$ cat src/rtl/machine_pkg.sv
// Shared types and sizing for the solver scheduler and its round-robin arbiters.
package machine_pkg;

  localparam int unsigned SOLVER_UNITS     = 4;
  localparam int unsigned MAX_WIRING_WIDTH = 10;
  localparam int unsigned PRESS_WIDTH      = 4;
  localparam int unsigned RESULT_WIDTH     = 16;

  typedef logic [MAX_WIRING_WIDTH-1:0] wiring_t;
  typedef logic [PRESS_WIDTH-1:0]      press_count_t;
  typedef logic [RESULT_WIDTH-1:0]     result_t;

  typedef enum logic [1:0] {
    StIdle,
    StStream,
    StDrain,
    StDone
  } sched_state_e;

endpackage

$ cat src/rtl/rr_arbiter.sv
// Rotating-priority arbiter: grants the first requester at or after the pointer,
// and on advance moves the pointer to one past the winner.
module rr_arbiter #(
  parameter int unsigned N = 4
) (
  input  logic         clk,
  input  logic         rst,
  input  logic [N-1:0] i_req,
  input  logic         i_advance,
  output logic [N-1:0] o_grant
);

  localparam int unsigned PW = (N > 1) ? $clog2(N) : 1;

  logic [PW-1:0] r_ptr;
  logic [PW-1:0] w_idx;
  logic          w_found;
  int unsigned   w_cand;

  always_comb begin
    o_grant = '0;
    w_idx   = '0;
    w_found = 1'b0;
    w_cand  = 0;
    for (int unsigned k = 0; k < N; k++) begin
      w_cand = (32'(r_ptr) + k) % N;
      if (!w_found && i_req[w_cand]) begin
        o_grant[w_cand] = 1'b1;
        w_idx           = PW'(w_cand);
        w_found         = 1'b1;
      end
    end
  end

  always_ff @(posedge clk) begin
    if (rst) begin
      r_ptr <= '0;
    end else if (i_advance && w_found) begin
      r_ptr <= (w_idx == PW'(N - 1)) ? '0 : w_idx + 1'b1;
    end
  end

endmodule

$ cat src/rtl/machine_solver_scheduler.sv
// Dispatches wiring lines to idle solver units and gathers their results into
// running press / failure totals; signals done after end-of-file drains.
module machine_solver_scheduler
  import machine_pkg::*;
(
  input  logic                                clk,
  input  logic                                rst,
  input  logic                                in_valid,
  input  logic [MAX_WIRING_WIDTH-1:0]         in_data,
  input  logic                                in_end_of_line,
  input  logic                                in_end_of_file,
  output logic                                in_ready,
  input  logic [SOLVER_UNITS-1:0]             unit_ready,
  output logic [SOLVER_UNITS-1:0]             unit_wiring_valid,
  output logic [MAX_WIRING_WIDTH-1:0]         unit_wiring_data,
  output logic                                unit_end_of_line,
  input  logic [SOLVER_UNITS-1:0]             unit_result_valid,
  input  logic [SOLVER_UNITS-1:0]             unit_result_failed,
  input  logic [SOLVER_UNITS*PRESS_WIDTH-1:0] unit_press_count,
  output logic [SOLVER_UNITS-1:0]             unit_result_ack,
  output logic [RESULT_WIDTH-1:0]             total_presses,
  output logic [7:0]                          fail_count,
  output logic                                done
);

  sched_state_e                r_state, w_state_d;
  logic [SOLVER_UNITS-1:0]     r_grant;
  logic [SOLVER_UNITS-1:0]     r_wvalid;
  wiring_t                     r_wdata;
  logic                        r_weol;
  logic [SOLVER_UNITS-1:0]     r_ack;
  result_t                     r_total;
  logic [7:0]                  r_fail;

  logic [SOLVER_UNITS-1:0]     w_disp_req, w_disp_grant;
  logic [SOLVER_UNITS-1:0]     w_res_req, w_res_grant;
  logic                        w_disp_adv;
  logic                        w_accept;
  logic                        w_ack_failed;
  press_count_t                w_ack_press;

  // A unit still seeing its final strobe has not yet dropped ready; keep it out of selection.
  assign w_disp_req = unit_ready & ~r_wvalid;
  // The unit being acked clears its valid only after this cycle; mask it to avoid a double pop.
  assign w_res_req  = unit_result_valid & ~r_ack;
  assign w_accept   = in_ready && in_valid;

  rr_arbiter #(.N(SOLVER_UNITS)) u_disp_arb (
    .clk       (clk),
    .rst       (rst),
    .i_req     (w_disp_req),
    .i_advance (w_disp_adv),
    .o_grant   (w_disp_grant)
  );

  rr_arbiter #(.N(SOLVER_UNITS)) u_res_arb (
    .clk       (clk),
    .rst       (rst),
    .i_req     (w_res_req),
    .i_advance (1'b1),
    .o_grant   (w_res_grant)
  );

  always_comb begin
    w_state_d  = r_state;
    w_disp_adv = 1'b0;
    in_ready   = 1'b0;
    done       = 1'b0;
    unique case (r_state)
      StIdle: begin
        if (in_end_of_file && !in_valid) begin
          w_state_d = StDrain;
        end else if (|w_disp_req) begin
          w_disp_adv = 1'b1;
          w_state_d  = StStream;
        end
      end
      StStream: begin
        in_ready = 1'b1;
        if (in_valid && in_end_of_line) w_state_d = StIdle;
      end
      StDrain: begin
        if ((&unit_ready) && !(|unit_result_valid) && !(|r_ack)) w_state_d = StDone;
      end
      StDone:  done = 1'b1;
      default: w_state_d = StIdle;
    endcase
  end

  always_comb begin
    w_ack_failed = 1'b0;
    w_ack_press  = '0;
    for (int unsigned i = 0; i < SOLVER_UNITS; i++) begin
      if (r_ack[i]) begin
        w_ack_failed = unit_result_failed[i];
        w_ack_press  = unit_press_count[i*PRESS_WIDTH +: PRESS_WIDTH];
      end
    end
  end

  always_ff @(posedge clk) begin
    if (rst) begin
      r_state  <= StIdle;
      r_grant  <= '0;
      r_wvalid <= '0;
      r_wdata  <= '0;
      r_weol   <= 1'b0;
      r_ack    <= '0;
      r_total  <= '0;
      r_fail   <= '0;
    end else begin
      r_state  <= w_state_d;
      if (w_disp_adv) r_grant <= w_disp_grant;
      r_wvalid <= w_accept ? r_grant : '0;
      r_weol   <= w_accept && in_end_of_line;
      if (w_accept) r_wdata <= in_data;
      r_ack    <= w_res_grant;
      if (|r_ack) begin
        if (w_ack_failed) begin
          if (r_fail != 8'hFF) r_fail <= r_fail + 8'd1;
        end else begin
          r_total <= r_total + RESULT_WIDTH'(w_ack_press);
        end
      end
    end
  end

  assign unit_wiring_valid = r_wvalid;
  assign unit_wiring_data  = r_wdata;
  assign unit_end_of_line  = r_weol;
  assign unit_result_ack   = r_ack;
  assign total_presses     = r_total;
  assign fail_count        = r_fail;

endmodule

$ cat config.mk
export PLATFORM = sky130hd
export DESIGN_NAME = machine_solver_scheduler
export DESIGN_NICKNAME = d
export VERILOG_FILES = /design/src/rtl/machine_pkg.sv /design/src/rtl/rr_arbiter.sv /design/src/rtl/machine_solver_scheduler.sv
export SDC_FILE = /design/constraint.sdc
export NUM_CORES = 1
export LEC_CHECK = 0
export ABC_AREA = 1
export ABC_CLOCK_PERIOD_IN_PS = 6490
export BUFFER_PORTS_ARGS = -buffer_cell sky130_fd_sc_hd__buf_4
export CORE_ASPECT_RATIO = 1.75
export CORE_MARGIN = 2
export CORE_UTILIZATION = 47
export CTS_CLUSTER_SIZE = 30
export DETAILED_ROUTE_END_ITERATION = 8
export PLACE_DENSITY = 0.79
export SLEW_MARGIN = 0
export SYNTH_ARGS = -nofsm -noshare
export SYNTH_HDL_FRONTEND = slang
export SYNTH_SLANG_ARGS = --single-unit
$ cat constraint.sdc
create_clock -name clk -period 6.49 [get_ports clk]
set_input_delay 0.9735 -clock clk [delete_from_list [all_inputs] [get_ports clk]]
set_output_delay 0.9735 -clock clk [all_outputs]
set_load 0.01 [all_outputs]
Yosys cells after proc, flatten, opt, wreduce, memory -nomap -nowiden
Index checks and enable logic that the tools add are counted.
{"block": "op_classes", "addsub": 10, "bitwise_logic": 12, "magnitude_cmp": 16, "n_eq_ne": 9, "reduce_logical": 40, "muxes": 76}
{"operator": "$mux W4", "count": 12}
{"operator": "$mux W1", "count": 33}
{"operator": "$mux W2", "count": 14}
{"operator": "$lt A2 B3 Y1 const B", "count": 8}
{"operator": "$or A4 B4 Y4", "count": 6}
{"operator": "$logic_and A1 B1 Y1", "count": 21}
{"operator": "$add A16 B4 Y16", "count": 1}
{"operator": "$bmux W1 S2", "count": 8}
{"operator": "$demux W1 S2", "count": 8}
{"operator": "$ge A2 B1 Y1 const B", "count": 8}
{"operator": "$reduce_or A4 Y1", "count": 3}
{"operator": "$logic_not A1 Y1", "count": 9}
{"operator": "$add A2 B1 Y2 const B", "count": 4}
{"operator": "$add A2 B2 Y2 const B", "count": 4}
{"operator": "$add A8 B1 Y8 const B", "count": 1}
{"operator": "$and A4 B4 Y4", "count": 2}
{"operator": "$eq A2 B2 Y1 const B", "count": 4}
{"operator": "$ne A8 B8 Y1 const B", "count": 1}
{"operator": "$not A4 Y4", "count": 2}
{"operator": "$reduce_and A4 Y1", "count": 2}
{"operator": "$pmux W2 S3", "count": 1}
{"operator": "$ne A2 B2 Y1 const B", "count": 2}
{"operator": "$ne A3 B3 Y1 const B", "count": 1}
{"operator": "$reduce_and A3 Y1", "count": 1}
{"operator": "other kinds (6)", "count": 7}
{"block": "totals", "elab_cells": 173, "output_inout_bits": 45, "register_bits": 53}

Depth between registers and ports, before layout
{"block": "depth", "depth_word": 16, "ltp_mapped": 15}

Hierarchy
From an unflattened synthesis, not the netlist that was laid out.
{"block": "unflattened", "cells_unflattened": 556, "hier_area_um2": 3696.0}
{"mod": "machine_solver_scheduler", "n_inst": 1, "seq_area_each_um2": 980.9, "area_each_um2": 2580.0, "cells_per_inst": 373}
{"mod": "rr_arbiter (u_disp_arb)", "n_inst": 1, "seq_area_each_um2": 40.0, "area_each_um2": 593.1, "cells_per_inst": 93}
{"mod": "rr_arbiter (u_res_arb)", "n_inst": 1, "seq_area_each_um2": 40.0, "area_each_um2": 523.0, "cells_per_inst": 90}

Least setup slack after synthesis
Ideal clock, no wire load.
{"block": "synth_timing", "path_kind": "input to register", "start": "input unit_press_count[4]", "end": "register r_total[6], in the netlist total_presses[6]", "arrival_time_ns": 2.421, "stages": 12, "setup_ns": 0.115, "required_ns": 6.375, "setup_slack_ns": 3.954, "cell_sequence": "nand2_1 -> a31oi_1 -> ha_1 -> inv_1 -> fa_1 -> inv_1 -> a31o_2 -> nand2_1 -> nor2_1 -> nand3_1 -> nand2_1 -> nor2_1"}
{"block": "synth_between", "elab_chain_len": 4}
{"item": "start: declaration", "line": "machine_solver_scheduler.sv:19", "rtl": "input logic [SOLVER_UNITS*PRESS_WIDTH-1:0] unit_press_count,"}
{"item": "$mux W4 (3 in series)", "line": "machine_solver_scheduler.sv:94", "rtl": "if (r_ack[i]) begin"}
{"item": "$add A16 B4 Y16", "line": "machine_solver_scheduler.sv:122", "rtl": "r_total <= r_total + RESULT_WIDTH'(w_ack_press);"}
{"item": "end signal: assignment", "line": "machine_solver_scheduler.sv:122"}
{"item": "end: declaration", "line": "machine_solver_scheduler.sv:32", "rtl": "result_t r_total;"}
No other way between the ends.
A chain may end at the register's enable or synchronous reset.

Worst setup path in the final report
{"block": "layout_timing", "start": "input unit_press_count[12]", "end": "register r_total[6], in the netlist total_presses[6]"}
{"block": "layout_between", "elab_chain_len": 2}
{"item": "$mux W4", "line": "machine_solver_scheduler.sv:94"}
{"item": "$add A16 B4 Y16", "line": "machine_solver_scheduler.sv:122"}
No other way between the ends.

==> summary.txt <==
Status
  – Outcome: finished, final reports clean

Finish
  – Multi-input logic area: 0.00214 mm^2
  – Share of layout cells above drive strength 1: 17.6%
  – Final nets: 689
  – Final Non-Filler Cells: 707
  – Register area: 0.00106 mm^2
  – Area Overhead vs Synth: 25.0%
  – Design area: 0.00435 mm^2
  – # diodes: 0
  – Finished Core Util: 60.6%
  – FILL cells: 681

Timing
  – Final worst setup slack: 3.90 ns
  – Final Hold Viols: 0
  – Max Freq: 386 MHz
  – Pins over their slew limit: 0
  – Tightest Pin Transition: 0.926 ns
  – Worst slew margin: 38.2%
  – Setup TNS Final: 0 ns
  – Worst clock skew: 0.00755 ns
  – Final setup fails: 0
  – Final critical-path share of the clock period: 39.9%
  – Min Hold Slack: 0.428 ns
  – Min cycle time layout: 2.59 ns
  – RSZ-0062 raised after global routing: no

Global route
  – Tot GR Track Use: 22.7%
  – Initial antenna violation count: 0
  – Vias in the first global route: 3815
  – Overflow after GRT: 0
  – First-pass GRT wire length: 15.7 mm
  – Largest net degree at the start of global routing: 35

Detailed routing
  – Final Routed Wirelength: 9.45 mm
  – Uppermost layer routed: met4
  – Detail Route met2 WL: 5.26 mm
  – DR vias: 3827
  – Routed wire per std cell: 13.4 um
  – Final ANT Viol Nets: 0
  – Starting DRT DRC Count: 135
  – Post-DR vias/cell: 5.41
  – Wl on met1: 3.44 mm
  – Met3 Wirelength: 485 um
  – # DRC: 0
  – DR pass1 iterations: 6

Power and ir drop
  – Pleak: 2.11 nW
  – Power consumption: 1.81 mW
  – Pint: 0.903 mW
  – IR drop worst, VDD: 0.000212 V
  – PD cells: 416 mW/mm^2
  – Seq pwr share: 26.1%
  – Net switching power: 0.908 mW
  – Clock power share: 14.7%
  – Comb pwr share: 59.2%
  – Switch share: 50.1%

Setup path
  – Crit Path Class: in -> reg
  – R2R Setup Slk: 3.94 ns
  – CP Launch Type: input pin
  – Reg-to-Reg End: total_presses[6]
  – Reg2Reg Depth: 14
  – Req. time, crit path: 6.67 ns
  – Worst R2R Start: unit_result_ack[3]
  – Setup crit end kind: flip-flop
  – Worst EP arrival: 2.77 ns
  – Worst setup path startpoint: unit_press_count[12]
  – CP Max Fanout: 3

Logic synthesis
  – Seq/Total Area, Yosys: 30.5%
  – Synth Flop Type: dfxtp_1
  – Syn avg cell area: 6.51 um^2
  – Syn Nets: 604
  – Mux share of post-synthesis cell area: 0%
  – Synth Area in XOR/XNOR: 3.02%
  – Post-synth EDFFs: 0
  – Adder-Cell Fraction of Synth Area: 9.56%
  – Yosys Warn Count: 0
  – Unique masters post-synth: 34
  – Post-synthesis cell count: 535
  – Compound-gate portion of the synthesized area: 14.9%
  – Simple-gate share of the synthesized area: 34.0%
  – Cell Area, Synth: 0.00348 mm^2
  – Largest family of logic cells by synthesized area: simple AND/OR/NAND/NOR gates
  – Synthesized flop and latch total: 53
  – Asr flop ratio synth: 0%

Clock network
  – Root Driver: clkbuf_16
  – Cts repair resizes: 0
  – Clock Latency Late Sink: 0.29 ns
  – CTS clk-pin slew, worst paths: 0.07 ns
  – CTS max path bufs: 2
  – # hold bufs at CTS: 0
  – Htree depth: 2
  – Post CTS Setup Buffer Count: 0
  – CTS tree: yes
  – Inserted Clock Buffers: 5
  – Sink Count: 53

Worst hold path
  – Hold path cells: 2
  – Hold_sp: r_grant[3]
  – HP Class: reg -> reg
  – Endpoint, Worst Hold: unit_wiring_valid[3]

Placement
  – Final Wtd Congestion: 0.908
  – Port buffer count: 87
  – Placed standard-cell area: 0.00421 mm^2
  – Post-DP HPWL: 7.45 mm
  – Placed Cells: 699
  – Place WS: 3.59 ns

Floorplan
  – Die Width: 69.1 um
  – Die height: 118 um
  – Row cnt: 41
  – Core area: 0.00718 mm^2
  – # IOs: 88
  – Die area: 0.00814 mm^2
  – Initial core utilization: 48.5%

Run
  – Max Cap Viol: 0
[area by class of cell]
| cell class | instances | area share (%) |
|---|---|---|
| sequential | 53 | 24.4 |
| multi-input combinational | 408 | 49.2 |
| clock buffer | 5 | 2.88 |
| timing repair buffer | 87 | 15.0 |
| clock inverter | 3 | 0.489 |
| inverter | 65 | 5.61 |
| tap | 86 | 2.47 |
[state kept, by name (all words and copies together) (netlist names)]
name and flops:
fail_count 8, r_grant 4, r_state 2, total_presses 16
u_disp_arb.r_ptr 2, u_res_arb.r_ptr 2, unit_end_of_line 1, unit_result_ack 4
unit_wiring_data 10, unit_wiring_valid 4
[cell families after synthesis]
| kind of cell | count (synthesis) |
|---|---|
| and+or+nand+nor | 277 |
| AOI/OAI and AO/OA | 93 |
| buffers and inverters | 74 |
| DFF | 53 |
| adders and majority gates | 26 |
| xor gates and xnor gates | 12 |
[cell usage in the layout (no fill, tap or decap)]
cell type and n:
nor3_4 1, o21ai_0 37, nand3_1 48, o22ai_1 5
nor3b_1 2, nor3_1 6, nand2_2 4, xnor2_1 2
nand3b_1 2, nand2_4 2, a31o_2 1, inv_2 4
clkbuf_16 5, fa_1 1, o21bai_1 1, a21boi_0 2
dfxtp_1 53, inv_1 61, nand2_1 138, o21a_1 1
a31oi_1 7, xor2_1 10, clkinvlp_4 1, nor2_1 65
o31ai_1 2, buf_4 87, o211ai_1 1, o2111ai_1 1
inv_6 1, o221ai_1 1, a21oi_1 30, ha_1 25
nand4_1 7, a21o_1 1, nor2_2 2, clkinv_2 1
a22oi_1 3
[metal layers]
| metal | global-route usage [%] | vias up |
|---|---|---|
| li1 | - | 1912 |
| met5 | 0 | - |
| met4 | 10.0 | 0 |
| met1 | 21.9 | 1742 |
| met3 | 3.51 | 30 |
| met2 | 45.4 | 143 |
[worst max-delay path, cell delays in order]
cell and delay (ns):
buf_4 0.08, o22ai_1 0.07, a31oi_1 0.20, ha_1 0.24
inv_1 0.08, fa_1 0.42, inv_1 0.09, a31o_2 0.18
nand2_1 0.08, nor2_1 0.15, nand3_1 0.08, nand2_1 0.07
nor2_1 0.06
[synth_stat cells, drive strengths merged, types with 2 or more instances]
cell / instances / area (um^2)
nand2: 144 / 566
nor2: 67 / 256
inv: 65 / 244
dfxtp: 53 / 1060
nand3: 48 / 240
o21ai: 37 / 185
a21oi: 30 / 150
ha: 25 / 313
xor2: 10 / 87.6
a31oi: 7 / 43.8
clkbuf: 7 / 26.3
nand4: 7 / 43.8
nor3: 7 / 46.3
o22ai: 5 / 31.3
a22oi: 3 / 22.5
a21boi: 2 / 15.0
buf: 2 / 10.0
nand3b: 2 / 15.0
nor3b: 2 / 15.0
o31ai: 2 / 15.0
xnor2: 2 / 17.5
[power groups by stage]
stage          clock network (mW)  logic, mW  registers [mW]
3_3_place_gp                    0       1.03           0.476
3_5_place_dp                    0       1.06           0.477
4_1_cts                     0.272       1.06           0.470
2_1_floorplan                   0      0.772           0.477
5_1_grt                     0.286       1.21           0.483
6_report                    0.267       1.07           0.472
[worst max-delay path by stage]
stage,to,slack (ns)
floorplan,total_presses[6],3.95
global placement,total_presses[6],3.63
detailed placement,total_presses[6],3.59
CTS,total_presses[6],3.88
global route,total_presses[6],3.75
finish,total_presses[6],3.90
Note: power is estimated with default switching activity, not from simulation.
